### src/rtl/mux_2x1_arbiter.sv
`default_nettype none
// +--------------------------------------------------------------------------+
// | mux_2x1_arbiter : round-robin owner arbiter driving a 2x1 mux bank select |
// | Revision: 1.0                                                            |
// +--------------------------------------------------------------------------+
module mux_2x1_arbiter #(
  parameter int HOLD_MAX = 4
) (
  input  logic       clk_i,
  input  logic       rst_ni,
  input  logic [1:0] req_i,
  input  logic       last_i,
  output logic [1:0] gnt_o,
  output logic       select_o,
  output logic       busy_o
);

  localparam int CW = $clog2(HOLD_MAX) + 1;
  localparam logic [CW-1:0] HCNT_TOP = CW'(HOLD_MAX - 1);

  typedef enum logic [1:0] {
    IDLE   = 2'd0,
    GRANT0 = 2'd1,
    GRANT1 = 2'd2
  } state_t;

  state_t        state_q, state_d;
  logic          ptr_q, ptr_d;
  logic [CW-1:0] hcnt_q, hcnt_d;
  logic          select_q, select_d;

  logic owner;
  logic req_own;
  logic req_oth;
  logic release_now;

  assign owner       = (state_q == GRANT1);
  assign req_own     = req_i[owner];
  assign req_oth     = req_i[~owner];
  // Budget only bites while the other side is actually waiting.
  assign release_now = ~req_own | last_i | (req_oth & (hcnt_q == HCNT_TOP));

  always_ff @(posedge clk_i or negedge rst_ni) begin
    if (!rst_ni) begin
      state_q  <= IDLE;
      ptr_q    <= 1'b0;
      hcnt_q   <= '0;
      select_q <= 1'b0;
    end else begin
      state_q  <= state_d;
      ptr_q    <= ptr_d;
      hcnt_q   <= hcnt_d;
      select_q <= select_d;
    end
  end

  always_comb begin
    state_d  = state_q;
    ptr_d    = ptr_q;
    hcnt_d   = hcnt_q;
    select_d = select_q;

    case (state_q)
      IDLE: begin
        hcnt_d = '0;
        case (req_i)
          2'b01:   state_d = GRANT0;
          2'b10:   state_d = GRANT1;
          2'b11:   state_d = ptr_q ? GRANT1 : GRANT0;
          default: state_d = IDLE;
        endcase
      end
      GRANT0, GRANT1: begin
        if (release_now) begin
          ptr_d  = ~owner;
          hcnt_d = '0;
          if (req_oth) begin
            state_d = owner ? GRANT0 : GRANT1;
          end else begin
            state_d = IDLE;
          end
        end else if (hcnt_q != HCNT_TOP) begin
          hcnt_d = hcnt_q + CW'(1);
        end
      end
      default: begin
        state_d = IDLE;
        hcnt_d  = '0;
      end
    endcase

    // Select follows the new owner; it is left alone in IDLE so the bank
    // keeps steering the last owner's data.
    if (state_d == GRANT0) begin
      select_d = 1'b0;
    end else if (state_d == GRANT1) begin
      select_d = 1'b1;
    end
  end

  assign gnt_o    = {state_q == GRANT1, state_q == GRANT0};
  assign busy_o   = (state_q != IDLE);
  assign select_o = select_q;

endmodule
`default_nettype wire

### config.mk
export PLATFORM = sky130hd
export DESIGN_NAME = mux_2x1_arbiter
export DESIGN_NICKNAME = d
export VERILOG_FILES = /design/src/rtl/mux_2x1_arbiter.sv
export SDC_FILE = /design/constraint.sdc
export NUM_CORES = 1
export LEC_CHECK = 0
export BUFFER_PORTS_ARGS = -buffer_cell sky130_fd_sc_hd__buf_2
export CAP_MARGIN = 20
export CORE_AREA = 5 5 42 44
export CTS_BUF_LIST = sky130_fd_sc_hd__clkbuf_4 sky130_fd_sc_hd__clkbuf_8
export DETAILED_ROUTE_END_ITERATION = 8
export DIE_AREA = 0 0 47 49
export PLACE_DENSITY_LB_ADDON = 0.25
export SKIP_LAST_GASP = 1
export SLEW_MARGIN = 20
export SYNTH_ARGS = -nofsm -noshare
export SYNTH_HDL_FRONTEND = slang
export SYNTH_SLANG_ARGS = --single-unit
### constraint.sdc
create_clock -name clk_i -period 5.75 [get_ports clk_i]
set_clock_uncertainty 0.05 [all_clocks]
set_input_delay 0.575 -clock clk_i [delete_from_list [all_inputs] [get_ports clk_i]]
set_output_delay 0.575 -clock clk_i [all_outputs]
set_load 0.1 [all_outputs]
Yosys cells after proc, flatten, opt, wreduce, memory -nomap -nowiden. Cells that the tools add are included. W data, S select, Z words.

Bitwise operators: 5. Equality and inequality tests: 10. Order comparisons: 2. Add/subtract/negate cells: 1. Reductions and logical operators: 5. Muxes and demuxes: 15.

Operator list (count): $mux W3 (3); $eq A2 B2 Y1 const B (4); $mux W2 (4); $eq A2 B1 Y1 const B (3); $mux W1 (6); $pmux W2 S3 (1); $lt A1 B2 Y1 const B (2); $pmux W2 S2 (1); $reduce_bool A2 Y1 (2); $add A3 B1 Y3 const B (1); $eq A3 B2 Y1 const B (1); $ne A3 B2 Y1 const B (1); $ne A3 B3 Y1 const B (1); $logic_not A2 Y1 (1); $not A1 Y1 (2); $or A1 B1 Y1 (2); $reduce_and A2 Y1 (1); $reduce_or A2 Y1 (1); $and A1 B1 Y1 (1).

Output and inout bits: 4. Register bits after elaboration: 7. Logic and storage cells: 42. Input bits: 5.

Logic depth before layout (Yosys ltp).
Word-level depth: 11. Mapped depth: 10.

Least setup slack after synthesis. OpenSTA, ideal clock, no wires.

Kind: register to register. Start point: register state_q[1]. End point: register select_q, in the netlist select_o. Path buffers: 0. Path slack: 3.459 ns. Stages on the path, launching flop included: 10. Data required time: 5.571 ns. Period minus slack after synthesis: 2.291 ns. Arrival time: 2.112 ns. Cell sequence: dfrtp_1 -> inv_1 -> ha_1 -> inv_1 -> nor2_1 -> a31oi_1 -> o41a_1 -> ha_1 -> nand2_1 -> o21ai_0.

Cells in the longest elaborated chain, start to end: 10. Elaborated cells between the ends (all ways): 20. Classes of those cells: eq/ne (4); mux (9); bitwise (4); reduce/logical (3).

Ends and longest elaborated chain: start: declaration (RTL line 27) `state_t state_q, state_d;`; start signal: assignment (RTL line 50) `state_q <= state_d;`; $eq A2 B2 Y1 (RTL line 37, 63); $mux W1 (not written as such) (2 in series) (RTL line 38) `assign req_own = req_i[owner];`; $not A1 Y1 (RTL line 41) `assign release_now = ~req_own | last_i | (req_oth & (hcnt_q == HCNT_TOP));`; $or A1 B1 Y1 (2 in series) (RTL line 41); $mux W2 (RTL line 74) `if (release_now) begin`; $pmux W2 S2 (*) (RTL line 63) `case (state_q)`; $eq A2 B1 Y1 / $eq A2 B2 Y1 (equally long branches) (RTL line 94, 96); $mux W1 / $reduce_bool A2 Y1 (equally long branches); end signal: assignment (RTL line 53) `select_q <= select_d;`; end: declaration (RTL line 30) `logic select_q, select_d;`.

Mark *: on every way between the ends. The rest lies on a longest branch, timed or not. The select of a mux whose other input is x is not followed. A chain may end at the register's enable or synchronous reset.

Final worst setup path.
Start point: register hcnt_q[0]. End point: register select_q, in the netlist select_o.

Cells in the longest elaborated chain, start to end: 7. Elaborated cells between the ends (all ways): 9. Classes of those cells: eq/ne (3); mux (3); bitwise (2); reduce/logical (1).

Ends and longest elaborated chain: start: declaration (RTL line 29) `logic [CW-1:0] hcnt_q, hcnt_d;`; start signal: assignment (RTL line 52) `hcnt_q <= hcnt_d;`; $eq A3 B2 Y1 (*) (RTL line 41); $and A1 B1 Y1 (*) (RTL line 41); $or A1 B1 Y1 (*) (RTL line 41); $mux W2 (*) (RTL line 74); $pmux W2 S2 (*) (RTL line 63); net state_d[0] (RTL line 27); $eq A2 B1 Y1 / $eq A2 B2 Y1 (equally long branches) (RTL line 94, 96); $mux W1 / $reduce_bool A2 Y1 (equally long branches).

Mark *: on every way through the listed nets, which the timed path passes. The rest lies on a longest branch.

==> results.toml <==
[run_status]
status = "complete, no violations"

[logic_synthesis]
synth.avg_cell_area_um2 = 9.321
yosysWarnings = 0
syn-instance-count = 60
yosysSeqAreaShare_pct = 31.32
syn-cell-area_um2 = 559.3
syn_nets = 73
synth_cell_types = 24
synth-seq-cells = 7

[floorplan]
core_area_um2 = 1401
dieArea_um2 = 2303
rows = 14
num_io_pins = 9
dieWidth_um = 47
initial_core_util_pct = 39.91
die_h_um = 49

[routing]
drtAntennaViolNets = 0
first_iter_violations = 2
drc_errors = 0
wl_per_cell_um = 11.60
avgViaCountPerCell = 5.140
routed_wl_um = 998
via_count = 442
first_pass_iters = 4

[clocking]
htreeDepth = 1
cts_tree = "done"
holdBufCountCts = 0
cts_sinks = 7
clkTransAtPathRegs_ns = 0.05
clockRootBuffer = "clkbuf_4"
postCtsSetupBuffers = 0
cts_resized = 0
clk_latency_ns = 0.24
cts_buffer_depth = 2
cts_made_buffers = 3

[timing]
slew_headroom_pct = 67.91
layout_min_cycle_time_ns = 2.375
setup_viol = 0
rsz0062_at_grt = "no"
fmax_mhz = 421.1
hold-worst-slack_ns = 0.09790
fin_tns_setup_ns = 0
worst_slew_pin_slew_ns = 0.4846
fin_crit_sh_pct = 41.30
drv_slew = 0
hold_viol = 0

[final_layout]
drive_gt1_share_pct = 22.86
register_area_um2 = 175.2
nets = 84
n_antenna_cell = 0
multi_input_area_um2 = 346.6
nFillCells = 159
area_delta_synth_final_pct = 13.42

[setup_path]
start_kind = "register"
path_max_fanout = 9
path_class = "register to register"
worstSetupEndpointType = "register"
cp.arrival_ns = 2.45
r2r_slack_ns = 3.38
critPathRequiredTime_ns = 5.82

[placed_design]
routabilityCongestion = 0.6996
port_buffers = 8
hpwl_um = 824.5

[global_routing]
overflow = 0
gr-usage-all-layers_pct = 10.14
grt_pass1_wl_um = 1662
antenna_found_initial = 0
grt_pass1_vias = 379
grt_max_degree = 10

[min_path]
hold_path.class = "input port to async pin"

[job]
cap_violations = 0
==> placed cells by master, fill, tap and decap left out, types with 3 or more instances in the layout <==
cell | synthesis | final
nor3_1 | 3 | 3
ha_1 | 8 | 8
buf_2 | 0 | 8
nand2_1 | 4 | 4
clkbuf_4 | 0 | 4
inv_1 | 6 | 6
a21oi_1 | 4 | 4
nor2_1 | 3 | 3
dfrtp_1 | 7 | 7
nand2b_1 | 5 | 5
==> critical path, cell delays in order, from the launching register on <==
cell and delay (ns):
dfrtp_1 0.38, ha_1 0.21, ha_1 0.31, o21ai_1 0.18, a31oi_2 0.18, o41ai_1 0.48, ha_1 0.32, nand2_1 0.06
o21ai_0 0.07
==> through the flow <==
stage	instances	util (%)	area (um^2)	worst slack [ns]
2_1_floorplan	60	-	559.3	3.459
3_3_place_gp	82	43.13	604.3	3.413
3_5_place_dp	82	43.13	604.3	3.370
4_1_cts	86	45.27	634.4	3.364
5_1_grt	86	45.27	634.4	3.189
6_report	86	45.27	634.4	3.375
==> layout make-up <==
type | instances | area share (%)
clock buffer | 4 | 4.734
inverter | 6 | 3.550
multi-input combinational | 45 | 54.64
sequential | 7 | 27.61
tap | 16 | 3.156
timing repair buffer | 8 | 6.312
==> metal layers <==
layer / up-vias / routed length [um] / global-route usage, %
li1: 235 / - / -
met1: 192 / 490 / 14.61
met2: 10 / 408 / 12.22
met3: 5 / 58 / 1.107
met4: 0 / 40 / 9.677
met5: - / 0 / 0
==> cell families (layout without fill, tap and decap cells) <==
kind of cell / Yosys count / count (layout) / share of synthesized area (%)
simple gates: 19 / 19 / 20.36
compound gates: 16 / 16 / 20.36
buf+inv: 8 / 18 / 6.710
mux: 1 / 1 / 1.790
xor+xnor: 1 / 1 / 1.566
flops: 7 / 7 / 31.32
fa+ha+maj: 8 / 8 / 17.90
==> cells in the mapped netlist <==
library cell  number  share of area, %
ha_1               8                18
buf_4              2               2.7
xor2_1             1               1.6
nand2_1            4               2.7
nand2b_1           5               5.6
o21ai_1            1              0.89
a31oi_2            1               2.2
a21oi_2            1               1.6
or2b_1             1               1.3
nor3_1             3               2.7
a211oi_1           1               1.3
o41ai_1            2               3.1
a2111oi_0          1               1.6
a31oi_1            2               2.2
mux2i_1            1               1.8
a21oi_1            4               3.6
o21ai_0            2               1.8
inv_1              6               4.0
nand2b_4           1               2.5
nor2_1             3               2.0
o41a_1             1               2.0
nand3b_1           1               1.3
dfrtp_1            7                31
nor3b_2            1               2.2
==> registers in the layout (all words and copies together), names as in the netlist <==
register / cells
select_o: 1
hcnt_q: 3
ptr_q: 1
state_q: 2
==> path summary, 6_finish.rpt <==
kind	to	depth (start not counted)	startpoint
max	select_o	8	hcnt_q[0]
min	hcnt_q[2]	1	rst_ni
max reg2reg	select_o	8	hcnt_q[0]
min reg2reg	select_o	2	select_o
max in group asynchronous	state_q[1]	1	rst_ni
min in group clk_i	select_o	2	select_o
Power is not shown: default switching activity piles up to over one toggle a cycle in this logic, so the estimate is an artifact.
